**config.mk**
```make
export PLATFORM = sky130hd
export DESIGN_NAME = hack_register_bank
export DESIGN_NICKNAME = d
export VERILOG_FILES = /design/src/rtl/hack_register_bank_pkg.sv /design/src/rtl/hack_regbank_read_port.sv /design/src/rtl/hack_register_bank.sv
export SDC_FILE = /design/constraint.sdc
export NUM_CORES = 1
export LEC_CHECK = 0
export BUFFER_PORTS_ARGS = -buffer_cell sky130_fd_sc_hd__buf_2
export CORE_MARGIN = 5
export CORE_UTILIZATION = 39
export CTS_BUF_LIST = sky130_fd_sc_hd__clkbuf_4
export DETAILED_ROUTE_END_ITERATION = 10
export PLACE_DENSITY_LB_ADDON = 0.12
export RECOVER_POWER = 50
export SLEW_MARGIN = 5
export SYNTH_ARGS = -nofsm -noshare
export SYNTH_HDL_FRONTEND = slang
export SYNTH_SLANG_ARGS = --single-unit
```
**constraint.sdc**
```tcl
create_clock -name clk -period 12 [get_ports clk]
set_clock_uncertainty 0.05 [all_clocks]
set_input_delay 0.6 -clock clk [delete_from_list [all_inputs] [get_ports clk]]
set_output_delay 0.6 -clock clk [all_outputs]
set_load 0.03 [all_outputs]
```
**src/rtl/hack_register_bank_pkg.sv**
```systemverilog
// Shared Hack register-bank definitions: default word width, default bank
// depth and the address-width derivation macro used by the bank and its
// read ports.
`ifndef HACK_REGISTER_BANK_PKG_SV
`define HACK_REGISTER_BANK_PKG_SV

// Address width for a bank of d registers (d is a power of two, d >= 2).
`define HACK_REGBANK_ADDR_W(d) $clog2(d)

package hack_register_bank_pkg;

    localparam int unsigned HACK_WORD_W        = 16;
    localparam int unsigned HACK_REGBANK_DEPTH = 8;

endpackage

`endif

```
**src/rtl/hack_regbank_read_port.sv**
```systemverilog
// One registered read port of the Hack register bank.
// Selects a register and its valid bit by address and captures them on the
// rising edge when rd_en is high; otherwise the outputs hold their value.
// Optional feature macro HACK_REGBANK_BYPASS_EN: forward a same-cycle write
// to the same address, or a same-cycle clear, into the captured value.
// Ports:
//   clk, rst            clock, asynchronous active-high reset
//   rd_en, rd_addr      read enable and address
//   mem, mem_valid      storage array and valid bits from the bank
//   wr_en, wr_addr,
//   wr_data, clr        write/clear activity (bypass build only)
//   rd_data, rd_valid   registered read data and valid bit
import hack_register_bank_pkg::*;

module hack_regbank_read_port #(
    parameter  int unsigned WIDTH  = HACK_WORD_W,
    parameter  int unsigned DEPTH  = HACK_REGBANK_DEPTH,
    localparam int unsigned ADDR_W = `HACK_REGBANK_ADDR_W(DEPTH)
) (
    input  logic                         clk,
    input  logic                         rst,
    input  logic                         rd_en,
    input  logic [ADDR_W-1:0]            rd_addr,
    input  logic [DEPTH-1:0][WIDTH-1:0]  mem,
    input  logic [DEPTH-1:0]             mem_valid,
`ifdef HACK_REGBANK_BYPASS_EN
    input  logic                         wr_en,
    input  logic [ADDR_W-1:0]            wr_addr,
    input  logic [WIDTH-1:0]             wr_data,
    input  logic                         clr,
`endif
    output logic [WIDTH-1:0]             rd_data,
    output logic                         rd_valid
);

    logic [WIDTH-1:0] nxt_data;
    logic             nxt_valid;

    // Value to capture: stored contents, optionally overridden by same-cycle activity
    always_comb begin
        nxt_data  = mem[rd_addr];
        nxt_valid = mem_valid[rd_addr];
`ifdef HACK_REGBANK_BYPASS_EN
        // clr wins over a write, matching the storage update priority
        if (clr) begin
            nxt_data  = '0;
            nxt_valid = 1'b0;
        end else if (wr_en && (wr_addr == rd_addr)) begin
            nxt_data  = wr_data;
            nxt_valid = 1'b1;
        end
`endif
    end

    // Output register with enable-hold
    always_ff @(posedge clk or posedge rst) begin
        if (rst) begin
            rd_data  <= '0;
            rd_valid <= 1'b0;
        end else if (rd_en) begin
            rd_data  <= nxt_data;
            rd_valid <= nxt_valid;
        end
    end

endmodule

```
**src/rtl/hack_register_bank.sv**
```systemverilog
// Hack register bank: DEPTH registers of WIDTH bits with one synchronous
// write port, two registered read ports (A, B), a synchronous clear-all and a
// per-register "written since clear" valid bit.
// Optional feature macro HACK_REGBANK_BYPASS_EN: read ports forward a
// same-cycle write or clear instead of returning the pre-edge contents.
// Ports:
//   clk, rst                          clock, asynchronous active-high reset
//   wr_en, wr_addr, wr_data           write port
//   clr                               synchronous clear of data and valid bits
//   rd_en_a, rd_addr_a                read port A request
//   rd_data_a, rd_valid_a             read port A registered result
//   rd_en_b, rd_addr_b                read port B request
//   rd_data_b, rd_valid_b             read port B registered result
import hack_register_bank_pkg::*;

module hack_register_bank #(
    parameter  int unsigned WIDTH  = HACK_WORD_W,
    parameter  int unsigned DEPTH  = HACK_REGBANK_DEPTH,
    localparam int unsigned ADDR_W = `HACK_REGBANK_ADDR_W(DEPTH)
) (
    input  logic              clk,
    input  logic              rst,
    input  logic              wr_en,
    input  logic [ADDR_W-1:0] wr_addr,
    input  logic [WIDTH-1:0]  wr_data,
    input  logic              clr,
    input  logic              rd_en_a,
    input  logic [ADDR_W-1:0] rd_addr_a,
    output logic [WIDTH-1:0]  rd_data_a,
    output logic              rd_valid_a,
    input  logic              rd_en_b,
    input  logic [ADDR_W-1:0] rd_addr_b,
    output logic [WIDTH-1:0]  rd_data_b,
    output logic              rd_valid_b
);

    logic [DEPTH-1:0][WIDTH-1:0] mem;
    logic [DEPTH-1:0]            valid;

    // Storage and valid bits; clr has priority over a write in the same cycle
    always_ff @(posedge clk or posedge rst) begin
        if (rst) begin
            mem   <= '0;
            valid <= '0;
        end else if (clr) begin
            mem   <= '0;
            valid <= '0;
        end else if (wr_en) begin
            mem[wr_addr]   <= wr_data;
            valid[wr_addr] <= 1'b1;
        end
    end

    hack_regbank_read_port #(
        .WIDTH (WIDTH),
        .DEPTH (DEPTH)
    ) u_port_a (
        .clk       (clk),
        .rst       (rst),
        .rd_en     (rd_en_a),
        .rd_addr   (rd_addr_a),
        .mem       (mem),
        .mem_valid (valid),
`ifdef HACK_REGBANK_BYPASS_EN
        .wr_en     (wr_en),
        .wr_addr   (wr_addr),
        .wr_data   (wr_data),
        .clr       (clr),
`endif
        .rd_data   (rd_data_a),
        .rd_valid  (rd_valid_a)
    );

    hack_regbank_read_port #(
        .WIDTH (WIDTH),
        .DEPTH (DEPTH)
    ) u_port_b (
        .clk       (clk),
        .rst       (rst),
        .rd_en     (rd_en_b),
        .rd_addr   (rd_addr_b),
        .mem       (mem),
        .mem_valid (valid),
`ifdef HACK_REGBANK_BYPASS_EN
        .wr_en     (wr_en),
        .wr_addr   (wr_addr),
        .wr_data   (wr_data),
        .clr       (clr),
`endif
        .rd_data   (rd_data_b),
        .rd_valid  (rd_valid_b)
    );

endmodule

```
==> results of run 1 <==
layout make-up:
| cell class | instances | area share |
|---|---|---|
| clock buffers | 17 | 0.0131 |
| multi-input cells | 728 | 0.449 |
| flip-flops and latches | 170 | 0.436 |
| diodes | 2 | 0.000513 |
| repair buffers | 80 | 0.0441 |
| inverters | 1 | 0.000513 |
| clock inverters | 15 | 0.0159 |
| well taps | 319 | 0.0409 |
power groups by stage:
| stage | clock network, mW | registers, mW | logic, mW |
|---|---|---|---|
| after floorplan | 0 | 0.644 | 0.111 |
| after global placement | 0 | 0.625 | 0.191 |
| after detailed placement | 0 | 0.624 | 0.193 |
| after CTS | 0.355 | 0.614 | 0.193 |
| after global routing | 0.374 | 0.617 | 0.206 |
| final | 0.351 | 0.614 | 0.190 |
final timing paths:
check	from	end	slack [ps]	cells after the start
max in group asynchronous	rst	valid[2]$_DFFE_PP0P_	8460	5
max	clr	mem[74]$_DFFE_PP0P_	6710	3
min in group asynchronous	rst	u_port_a.rd_data[13]$_DFFE_PP0P_	990	3
min	wr_data[1]	mem[1]$_DFFE_PP0P_	240	3
max reg2reg	mem[120]$_DFFE_PP0P_	u_port_b.rd_data[8]$_DFFE_PP0P_	10780	3
min reg2reg	valid[4]$_DFFE_PP0P_	valid[4]$_DFFE_PP0P_	480	2
logic make-up (layout without fill, tap and decap cells):
kind of cell,count (synthesis),after routing,share of synthesized area
buf+inv,107,113,0.0632
simple gates,396,396,0.198
compound gates,230,230,0.166
other cells,0,2,0
flops,170,170,0.461
mux,102,102,0.111
registers in the layout (all words and copies together) (netlist names):
signal	flops
mem	128
u_port_a.rd_data	16
u_port_a.rd_valid	1
u_port_b.rd_data	16
u_port_b.rd_valid	1
valid	8
repair_timing:
action	in CTS	in global routing
setup buffers	0	0
endpoints found under the hold margin	42	0
hold buffers	1	0
layout by cell type, fill, tap and decap left out:
cell	n
clkinv_4	2
or4b_1	1
bufinv_16	1
buf_4	16
inv_8	3
nand4b_1	3
clkinvlp_4	4
clkbuf_1	12
inv_6	5
clkbuf_2	1
nand4bb_1	3
dlygate4sd3_1	1
mux2i_1	102
nor2_1	16
nand2b_1	2
nor2b_1	70
nand3_1	34
clkinvlp_2	1
a21oi_1	128
a22oi_1	34
nand4_1	1
dfrtp_1	170
nor2_2	2
nor4b_4	1
clkbuf_4	17
and4b_1	3
a41o_1	34
nand2_1	256
and4bb_1	3
a211o_1	34
buf_2	50
and4_1	1
diode_2	2
per-layer routing:
layer,routed length [µm],vias up
met3,1490,29
met1,14300,3739
met5,0,-
met4,421,0
li1,-,3478
met2,14500,205
stage by stage:
step	area, µm²	hold WS [ps]	util	worst slack [ps]	cells
final	9760	238	0.417	6710	1332
after global routing	9760	231	0.417	6290	1331
after CTS	9780	205	0.418	9260	1330
after detailed placement	9490	449	0.405	9150	1297
after global placement	9490	449	0.405	9130	1297
after floorplan	9220	422	-	6750	1005
critical path: stages:
cell and delay, ps:
clkbuf_1 2060, clkbuf_1 2640, a21oi_1 150
==> key figures, run 1 <==
Status
  • Status: complete, but fails checks
  • Failing checks: capacitance limit, slew limit

Timing
  • Transition time of the tightest slew-check pin: between 3000 and 4000 ps
  • RSZ-0062 raised after global routing: false
  • Setup tns final: 0 ps
  • F_max: approximately 190 MHz
  • Period Utilization, post-route: 0.441
  • Final setup viols: 0
  • Slew HR: -1.38
  • Pins over their slew limit: ~180
  • Final hold violations: 0
  • Final min period: roughly 5300 ps

GRT
  • GRT busiest layer: met2
  • GR Layer Usage met1: 0.336
  • Met2 usage: 0.372
  • GRT Residual Overflow: 0
  • Initial antenna violation count: 1
  • Vias in the first global route: just over 7,000
  • Global Route Usage Sum: 0.232
  • Met3 GRT Util: 0.0306
  • First-pass GRT wire length: between 40,000 and 50,000 µm
  • Largest net degree at the start of global routing: between 70 and 80

Clock network
  • Clock sink count: 170
  • Clock slew at reported path FFs: approximately 170 ps
  • Clk buf depth: 2
  • TritonCTS clock tree: built
  • Worst-skew pair later-pin latency: roughly 600 ps
  • Cts repair resizes: 0
  • H-tree depth: 4
  • Root Buffer: clkbuf_4
  • CTS Buf Count: 17

Floorplanning
  • Num ports: between 60 and 70
  • Die height: 164 µm
  • Starting Density: 0.394
  • Core area: roughly 23,000 µm²
  • Die Span X: 164 µm
  • FP Rows: 56
  • Die area: around 27,000 µm²

Synth
  • Library cells used by synthesis: 28
  • Cell taking the most area after synthesis: dfrtp_1
  • Top-count cell post-synth: nand2_1
  • Synth top area share: 0.461
  • FFs w/ async S/R, synth: 1.00
  • Yosys reg bits: 170
  • Mapped Cells: approximately 1,000
  • Post-synth top cells: 256 x nand2_1, 170 x dfrtp_1, 128 x a21oi_1
  • Synthesized area: roughly 9000 µm²
  • YS warnings: 0
  • Syn Area/Cell: roughly 9.2 µm²
  • Sequential element share of the synthesized area: 0.461
  • Synth top area cells: dfrtp_1 46%, mux2i_1 11%, nand2_1 10%, a21oi_1 6.9%, nor2b_1 4.7%
  • Leading register cell type out of synthesis: dfrtp_1
  • Post-synth EDFFs: 0
  • Syn nets: between 1,000 and 1,500

Detailed routing
  • Antenna-violating nets left: 0
  • Pre-Repair DR Iteration Count: 5
  • DR iter-0 viols: roughly 550
  • WL final: 30,700 µm
  • DR vias: between 7,000 and 8,000
  • Remaining routing DRC violations: 0
  • Routed wire per std cell: 23.1 µm
  • Vias per std cell: 5.59

Critical path
  • CP Capture Type: flop
  • Startpoint types: input port
  • Critical path type: input port to flop
  • Crit path required time: between 10,000 and 15,000 ps
  • Max FO, Critical Path: 75
  • Crit path DAT: between 5000 and 6000 ps

Final layout
  • Multi-input logic area: 4390 µm²
  • Fillers: 2,396
  • Sequential cell area: 4250 µm²
  • Share of cells above drive strength 1: 0.102
  • P&R area growth vs syn: 5.85%
  • Fin nets: around 1,000

Pwr
  • Sw power: about 0.39 mW
  • Sw Share: 0.338
  • IR drop worst, VDD: between 0.00004 and 0.00005 V
  • Leakage power: 4.41 nW
  • Clock group share of total power: 0.304
  • Combinational power share: 0.165
  • Tot Pwr: about 1.2 mW
  • Power Internal: between 0.7 and 0.8 mW
  • Reg power frac: 0.531
  • Pwr per Cell Area: 118 nW/µm²

Placed design
  • Hpwl dp: 18,000 µm
  • Final GP Congestion: roughly 0.79
  • IO Port Bufs: 64

Hold path
  • Worst Hold Class: input port to flop

Job
  • Max Cap Violations: 3
No activity file was read; power rests on OpenSTA's default activity.
==> inputs of run 2 (changes only) <==
ABC_AREA = 1   (was not set)
clock period = 4.76 ns   (was 12 ns; I/O delays follow)
==> run 2 against run 1 <==
The run still ends with capacitance limit, slew limit left. Sequential power grew to 2.5 times the previous value. Cell count is 12% higher. Utilization is 0.55 points lower. Sequential share of layout area is 0.32 points higher. Via count is 11% higher. Synthesized area is 1.7% higher. Worst setup slack worse by 5100 ps. Non-clock buffer count is 6 lower. First-iteration DRC count is 39% higher. Clock power grew to 2.6 times the previous value. Design area is 0.72% lower. Largest cell class is now flip-flops and latches.
==> key figures, run 2 <==
Timing
  • Setup tns final: 0 ps (unchanged)
  • Final min period: between 3000 and 4000 ps
  • Final hold violations: 0 (unchanged)
  • Period Utilization, post-route: 0.668
  • F_max: around 310 MHz
  • Transition time of the tightest slew-check pin: 1700 ps (was 3570 ps)
  • Slew HR: -0.136 (was -1.38)
  • Worst Setup Slack, final: 1580 ps (was 6710 ps)
  • RSZ-0062 raised after global routing: false (unchanged)
  • Final setup viols: 0 (unchanged)
  • Pins over their slew limit: 128 (was 183)

Pwr
  • Sw power: 1.01 mW (was 0.391 mW)
  • IR drop worst, VDD: 0.000196 V (was 0.0000425 V)
  • Reg power frac: 0.510 (was 0.531)
  • Leakage power: 4.81 nW (was 4.41 nW)
  • Clock group share of total power: 0.304 (about the same)
  • Sw Share: 0.334 (was 0.338)
  • Combinational power share: 0.186 (was 0.165)
  • Pwr per Cell Area: 312 nW/µm² (was 118 nW/µm²)
  • Power Internal: 2.01 mW (was 0.765 mW)

Floorplanning
  • Num ports: 65 (unchanged)
  • Die height: 165 µm (was 164 µm)
  • Core area: 23,500 µm² (was 23,400 µm²)
  • Die area: 27,200 µm² (was 26,800 µm²)
  • Starting Density: 0.398 (was 0.394)
  • FP Rows: 56 (unchanged)
  • Die Span X: 165 µm (was 164 µm)

Synth
  • Sequential element share of the synthesized area: 0.454 (was 0.461)
  • Cell taking the most area after synthesis: dfrtp_1 (unchanged)
  • Post-synth top cells: 340 x nand2_1, 238 x nand3_1, 170 x dfrtp_1 (was 256 x nand2_1, 170 x dfrtp_1, 128 x a21oi_1)
  • Synthesized area: 9380 µm² (was 9220 µm²)
  • Post-synth EDFFs: 0 (unchanged)
  • Synth top area share: 0.454 (was 0.461)
  • Mapped Cells: 1,144 (was 1,005)
  • YS warnings: 0 (unchanged)
  • Top-count cell post-synth: nand2_1 (unchanged)
  • Library cells used by synthesis: 19 (was 28)
  • Syn Area/Cell: 8.20 µm² (was 9.18 µm²)
  • Yosys reg bits: 170 (unchanged)
  • Synth top area cells: dfrtp_1 45%, nand2_1 14%, nand3_1 13%, o22ai_2 6.8%, inv_1 5.5% (was dfrtp_1 46%, mux2i_1 11%, nand2_1 10%, a21oi_1 6.9%, nor2b_1 4.7%)
  • Syn nets: 1,175 (was 1,036)
  • FFs w/ async S/R, synth: 1.00 (unchanged)
  • Leading register cell type out of synthesis: dfrtp_1 (unchanged)

GRT
  • Global Route Usage Sum: 0.244 (was 0.232)
  • First-pass GRT wire length: 49,800 µm (was 46,900 µm)
  • Initial antenna violation count: 1 (unchanged)
  • Largest net degree at the start of global routing: 136 (was 76)
  • GRT Residual Overflow: 0 (unchanged)
  • Vias in the first global route: 8,297 (was 7,233)

Critical path
  • R2R Path Start: mem[26]$_DFFE_PP0P_ (was mem[120]$_DFFE_PP0P_)
  • Max FO, Critical Path: 18 (was 75)
  • CP Capture Type: flop (unchanged)
  • Reg-to-reg endpoint: u_port_b.rd_data[10]$_DFFE_PP0P_ (was u_port_b.rd_data[8]$_DFFE_PP0P_)
  • R2r setup slk: 3540 ps (was 10,780 ps)
  • Crit path DAT: 3520 ps (was 5540 ps)
  • Crit path required time: 5110 ps (was 12,250 ps)
  • Startpoint types: input port (unchanged)
  • Worst r2r path cells: 6 (was 3)
  • Critical path type: input port to flop (unchanged)

Placed design
  • IO Port Bufs: 64 (unchanged)
  • Final GP Congestion: 0.807 (was 0.794)
  • Pre-CTS setup slack: 2600 ps (was 9150 ps)
  • Hpwl dp: 18,700 µm (was 18,000 µm)
  • DP Area: 9590 µm² (was 9490 µm²)

Final layout
  • Share of cells above drive strength 1: 0.122 (was 0.102)
  • Fillers: 2,478 (was 2,396)
  • Finished Cell Area: 9690 µm² (was 9760 µm²)
  • Sequential cell area: 4250 µm² (unchanged)
  • Final Util: 0.412 (was 0.417)
  • Largest register FFs: 128 (unchanged)
  • Register with the most flip-flops: mem (unchanged)
  • Regs by FF count: mem x128, u_port_a.rd_data x16, u_port_b.rd_data x16 (unchanged)
  • Commonest non-fill, non-tap cell in the layout: nand2_1 (unchanged)
  • Highest-count cells in the layout ignoring fill and taps: 348 x nand2_1, 238 x nand3_1, 170 x dfrtp_1 (was 256 x nand2_1, 170 x dfrtp_1, 128 x a21oi_1)
  • Multi-input logic area: 3770 µm² (was 4390 µm²)
  • Fin nets: 1,189 (was 1,029)
  • P&R area growth vs syn: 3.38% (was 5.85%)

Detailed routing
  • WL final: 32,700 µm (was 30,700 µm)
  • DR iter-0 viols: 758 (was 546)
  • Pre-Repair DR Iteration Count: 5 (unchanged)
  • Routed wire per std cell: 22.0 µm (was 23.1 µm)
  • Vias per std cell: 5.53 (was 5.59)
  • Remaining routing DRC violations: 0 (unchanged)
  • Antenna-violating nets left: 0 (unchanged)
  • DR vias: 8,248 (was 7,451)

Clock network
  • H-tree depth: 4 (unchanged)
  • CTS Buf Count: 17 (unchanged)
  • TritonCTS clock tree: built (unchanged)
  • Clock slew at reported path FFs: 160 ps (was 170 ps)
  • Clock sink count: 170 (unchanged)
  • Root Buffer: clkbuf_4 (unchanged)
  • Setup bufs post-CTS: 0 (unchanged)
  • Worst-skew pair later-pin latency: 570 ps (was 600 ps)
  • Clk buf depth: 2 (unchanged)

Job
  • Max Cap Violations: 8 (was 3)

Hold path
  • Worst Hold Class: input port to flop (unchanged)
  • Hold_sp: wr_data[10] (was wr_data[1])
  • Worst Hold Path Cells: 3 (unchanged)
  • Hold Crit Endpoint: mem[26]$_DFFE_PP0P_ (was mem[1]$_DFFE_PP0P_)

Status
  • Status: complete, but fails checks (unchanged)
  • Failing checks: capacitance limit, slew limit (unchanged)
==> run 2: changes by cell type after synthesis, sizes merged, moves of 24 or more <==
cell,previous run,this run
inv,1,147
a41o,34,0
nor2b,70,0
nand3,34,238
clkbuf,28,4
a211o,34,0
a22oi,34,0
nand2,256,364
mux2i,102,0
o22ai,0,128
a21oi,128,8
==> run 2: cells by family (layout without fill, tap and decap cells) <==
family          count (synthesis)  count (layout)  synth area share
flops                         170             170             0.454
other cells                     0               1                 0
buf+inv                       228             255             0.122
compound gates                136             136             0.124
simple gates                  610             610             0.301
==> run 2: final cells by class <==
cell class / count / share of cell area
Multi-Input combinational cell: 746 / 0.389
Tap cell: 319 / 0.0412
Sequential cell: 170 / 0.439
Timing Repair Buffer: 74 / 0.0392
Clock inverter: 14 / 0.0177
Antenna cell: 1 / 0.000258
Inverter: 149 / 0.0593
Clock buffer: 18 / 0.0139
==> run 2: worst max-delay path, stage by stage <==
cell,delay [ps]
clkbuf_1,140
clkinvlp_2,150
nand4_1,1240
nand2_1,1580
o22ai_1,150
==> run 2: how the worst max path moves through the flow <==
stage	slack [ps]	depth (start not counted)	start	end
after CTS	3120	4	rst	mem[74]$_DFFE_PP0P_
after global routing	1560	5	wr_addr[2]	mem[62]$_DFFE_PP0P_
after detailed placement	2600	6	rd_addr_a[1]	u_port_a.rd_data[13]$_DFFE_PP0P_
after global placement	2630	6	rd_addr_a[1]	u_port_a.rd_data[3]$_DFFE_PP0P_
final	1580	5	wr_addr[2]	mem[62]$_DFFE_PP0P_
after floorplan	2300	1	rst	mem[0]$_DFFE_PP0P_
==> run 2: layer usage <==
layer,share of wire,track usage
met1,0.42,0.328
met2,0.47,0.397
met3,0.065,0.0299
met4,0.041,0.104
met5,0,0
==> run 2: per-stage QoR <==
| step | power [mW] | std cells | hold slack, ps |
|---|---|---|---|
| after floorplan | 1.98 | 1144 | 415 |
| after global placement | 2.15 | 1454 | 387 |
| after detailed placement | 2.15 | 1454 | 386 |
| after CTS | 3.08 | 1490 | 3.25 |
| after global routing | 3.16 | 1491 | -3.61 |
| final | 3.02 | 1491 | 28.3 |
==> run 2: power groups by stage <==
stage / logic, mW / clock network, mW / registers (mW)
after floorplan: 0.357 / 0 / 1.62
after global placement: 0.583 / 0 / 1.57
after detailed placement: 0.583 / 0 / 1.57
after CTS: 0.587 / 0.948 / 1.54
after global routing: 0.617 / 0.991 / 1.55
final: 0.563 / 0.919 / 1.54
==> run 2: what timing repair did <==
item	CTS	global route
hold buffers	4	0
gates resized for setup	0	0
hold endpoints to repair	55	0
==> inputs of run 3 (changes only) <==
clock period = 3.2 ns   (was 4.76 ns; I/O delays follow)
==> run 3 against run 2 <==
The flow now finishes without violations. Clock power increased by 39%. Register-to-register slack got worse by 1600 ps. Worst setup slack got worse by 460 ps. Utilization increased by 1.5 points. Largest power group unchanged.
==> key figures, run 3 (same netlist as run 2, synthesis figures left out) <==
Detailed routing
  • Vias per std cell: 5.47 (was 5.53)
  • Pre-Repair DR Iteration Count: 5 (unchanged)
  • WL final: 30,700 µm (was 32,700 µm)
  • DR vias: 8,260 (was 8,248)
  • Antenna-violating nets left: 0 (unchanged)
  • Routed wire per std cell: 20.3 µm (was 22.0 µm)
  • Remaining routing DRC violations: 0 (unchanged)
  • DR iter-0 viols: 590 (was 758)

Status
  • Status: finished clean (was complete, but fails checks)

Final layout
  • P&R area growth vs syn: 7.07% (was 3.38%)
  • Largest register FFs: 128 (unchanged)
  • Final Util: 0.426 (was 0.412)
  • Finished Cell Area: 10,000 µm² (was 9690 µm²)
  • Non-filler cells in the finished layout: 1,511 (was 1,491)
  • Commonest non-fill, non-tap cell in the layout: nand2_1 (unchanged)
  • Regs by FF count: mem x128, u_port_a.rd_data x16, u_port_b.rd_data x16 (unchanged)
  • Highest-count cells in the layout ignoring fill and taps: 344 x nand2_1, 238 x nand3_1, 170 x dfrtp_1 (was 348 x nand2_1, 238 x nand3_1, 170 x dfrtp_1)
  • Share of cells above drive strength 1: 0.165 (was 0.122)
  • Fin nets: 1,209 (was 1,189)
  • Register with the most flip-flops: mem (unchanged)

Clock network
  • Worst-skew pair later-pin latency: 600 ps (was 570 ps)
  • Root Buffer: clkbuf_4 (unchanged)
  • CTS Buf Count: 17 (unchanged)
  • TritonCTS clock tree: built (unchanged)
  • Clk buf depth: 2 (unchanged)
  • H-tree depth: 4 (unchanged)
  • Cts repair resizes: 0 (unchanged)
  • Clock slew at reported path FFs: 150 ps (was 160 ps)
  • Clock sink count: 170 (unchanged)

Floorplanning
  • Starting Density: 0.398 (unchanged)
  • Die Span X: 165 µm (unchanged)
  • Num ports: 65 (unchanged)
  • Die height: 165 µm (unchanged)
  • FP Rows: 56 (unchanged)
  • Die area: 27,200 µm² (unchanged)
  • Core area: 23,500 µm² (unchanged)

GRT
  • Largest net degree at the start of global routing: 76 (was 136)
  • Vias in the first global route: 8,297 (unchanged)
  • First-pass GRT wire length: 48,300 µm (was 49,800 µm)
  • Global Route Usage Sum: 0.234 (was 0.244)
  • Initial antenna violation count: 1 (unchanged)
  • GRT Residual Overflow: 0 (unchanged)

Critical path
  • Reg-to-reg endpoint: u_port_b.rd_data[8]$_DFFE_PP0P_ (was u_port_b.rd_data[10]$_DFFE_PP0P_)
  • Worst stage delay on the critical path: 1100 ps (was 1580 ps)
  • R2r setup slk: 1970 ps (was 3540 ps)
  • Critical path type: input port to flop (unchanged)
  • Startpoint types: input port (unchanged)
  • Crit path DAT: 2470 ps (was 3520 ps)
  • Crit path buf inv count: 1 (was 2)
  • Top delay family on crit path: simple AND/OR/NAND/NOR gates (unchanged)
  • Max FO, Critical Path: 18 (unchanged)
  • Slowest stage cell, crit path: nand4_1 (was nand2_1)
  • Worst r2r path cells: 6 (unchanged)
  • Critical Path, Cell by Cell: buf_2, nand4_1, nand2_4, o22ai_1 (was clkbuf_1, clkinvlp_2, nand4_1, nand2_1, o22ai_1)
  • Crit path required time: 3590 ps (was 5110 ps)
  • CP Capture Type: flop (unchanged)
  • R2R Path Start: mem[88]$_DFFE_PP0P_ (was mem[26]$_DFFE_PP0P_)

Placed design
  • DP Area: 9650 µm² (was 9590 µm²)
  • DP Cell Count: 1,461 (was 1,454)
  • Final GP Congestion: 0.781 (was 0.807)
  • Hpwl dp: 19,600 µm (was 18,700 µm)
  • IO Port Bufs: 64 (unchanged)

Pwr
  • Leakage power: 5.01 nW (was 4.81 nW)
  • Pwr per Cell Area: 442 nW/µm² (was 312 nW/µm²)
  • IR drop worst, VDD: 0.000199 V (was 0.000196 V)

Timing
  • RSZ-0062 raised after global routing: false (unchanged)
  • Period Utilization, post-route: 0.651
  • Final min period: between 2000 and 2500 ps
  • Final setup viols: 0 (unchanged)
  • Pins over their slew limit: 0 (was 128)
  • Setup tns final: 0 ps (unchanged)
  • Transition time of the tightest slew-check pin: 1360 ps (was 1700 ps)
  • Slew HR: 0.0938 (was -0.136)
  • Final hold violations: 0 (unchanged)
  • F_max: between 400 and 500 MHz

Job
  • Max Cap Violations: 0 (was 8)

Hold path
  • Worst Hold Path Cells: 3 (unchanged)
  • Hold Crit Endpoint: mem[81]$_DFFE_PP0P_ (was mem[26]$_DFFE_PP0P_)
  • Worst Hold Class: input port to flop (unchanged)
  • Hold_sp: wr_data[1] (was wr_data[10])
==> run 3: cell types whose count changed in the layout (fill, tap and decap cells not counted), moves of 6 or more <==
cell           previous run  this run
buf_2                    34        63
clkbuf_1                 30         1
dlygate4sd3_1             4        17
nand4_1                   8         1
nand4_4                   0         7
o22ai_1                  83        77
o22ai_2                  45        51
==> run 3: how the worst max path moves through the flow <==
stage / startpoint / endpoint / slack (ps) / cells past startpoint
2_1_floorplan: rst / mem[0]$_DFFE_PP0P_ / 820 / 1
3_3_place_gp: wr_en / mem[44]$_DFFE_PP0P_ / 1380 / 4
3_5_place_dp: wr_en / mem[43]$_DFFE_PP0P_ / 1340 / 4
4_1_cts: rd_en_b / u_port_b.rd_data[8]$_DFFE_PP0P_ / 1580 / 5
5_1_grt: wr_en / mem[63]$_DFFE_PP0P_ / 1060 / 4
6_report: wr_en / mem[63]$_DFFE_PP0P_ / 1120 / 4
==> run 3: stage by stage <==
step,hold slack [ps],power (mW),worst slack [ps]
2_1_floorplan,337,2.95,821
3_3_place_gp,102,3.19,1380
3_5_place_dp,106,3.19,1340
4_1_cts,8.33,4.48,1580
5_1_grt,7.38,4.65,1060
6_report,31.9,4.44,1120
==> run 3: worst reg2reg max path: stages, from the launching register on <==
cell,delay (ps)
dfrtp_1,380
inv_1,110
nand2_1,70
nand3_1,120
nand3_1,170
nand3_1,170
nand2_1,60
==> run 3: area by class of cell <==
class | count | area [µm²]
flip-flops and latches | 170 | 4250
well taps | 319 | 399
multi-input cells | 746 | 3930
clock buffers | 17 | 128
repair buffers | 94 | 594
diodes | 1 | 2.50
inverters | 149 | 578
fillers | 2523 | 13500
clock inverters | 15 | 150
==> run 3: power by group <==
part / leakage (nW) / switching, mW / internal (mW)
Sequential: 2.31 / 0.0377 / 2.24
Combinational: 2.55 / 0.644 / 0.237
Clock: 0.146 / 0.820 / 0.463
Total: 5.01 / 1.50 / 2.94
==> run 3: routing by layer <==
metal | vias up | wire [µm] | global-route usage
met5 | - | 0 | 0
met4 | 0 | 892 | 0.0794
met3 | 47 | 1650 | 0.0317
met2 | 304 | 15200 | 0.399
met1 | 4088 | 12900 | 0.306
li1 | 3821 | - | -
==> run 3: what timing repair did <==
| action | 4_1_cts | 5_1_grt |
|---|---|---|
| hold endpoints to repair | 289 | 3 |
| buffers inserted | 0 | 0 |
| hold buffers | 16 | 1 |
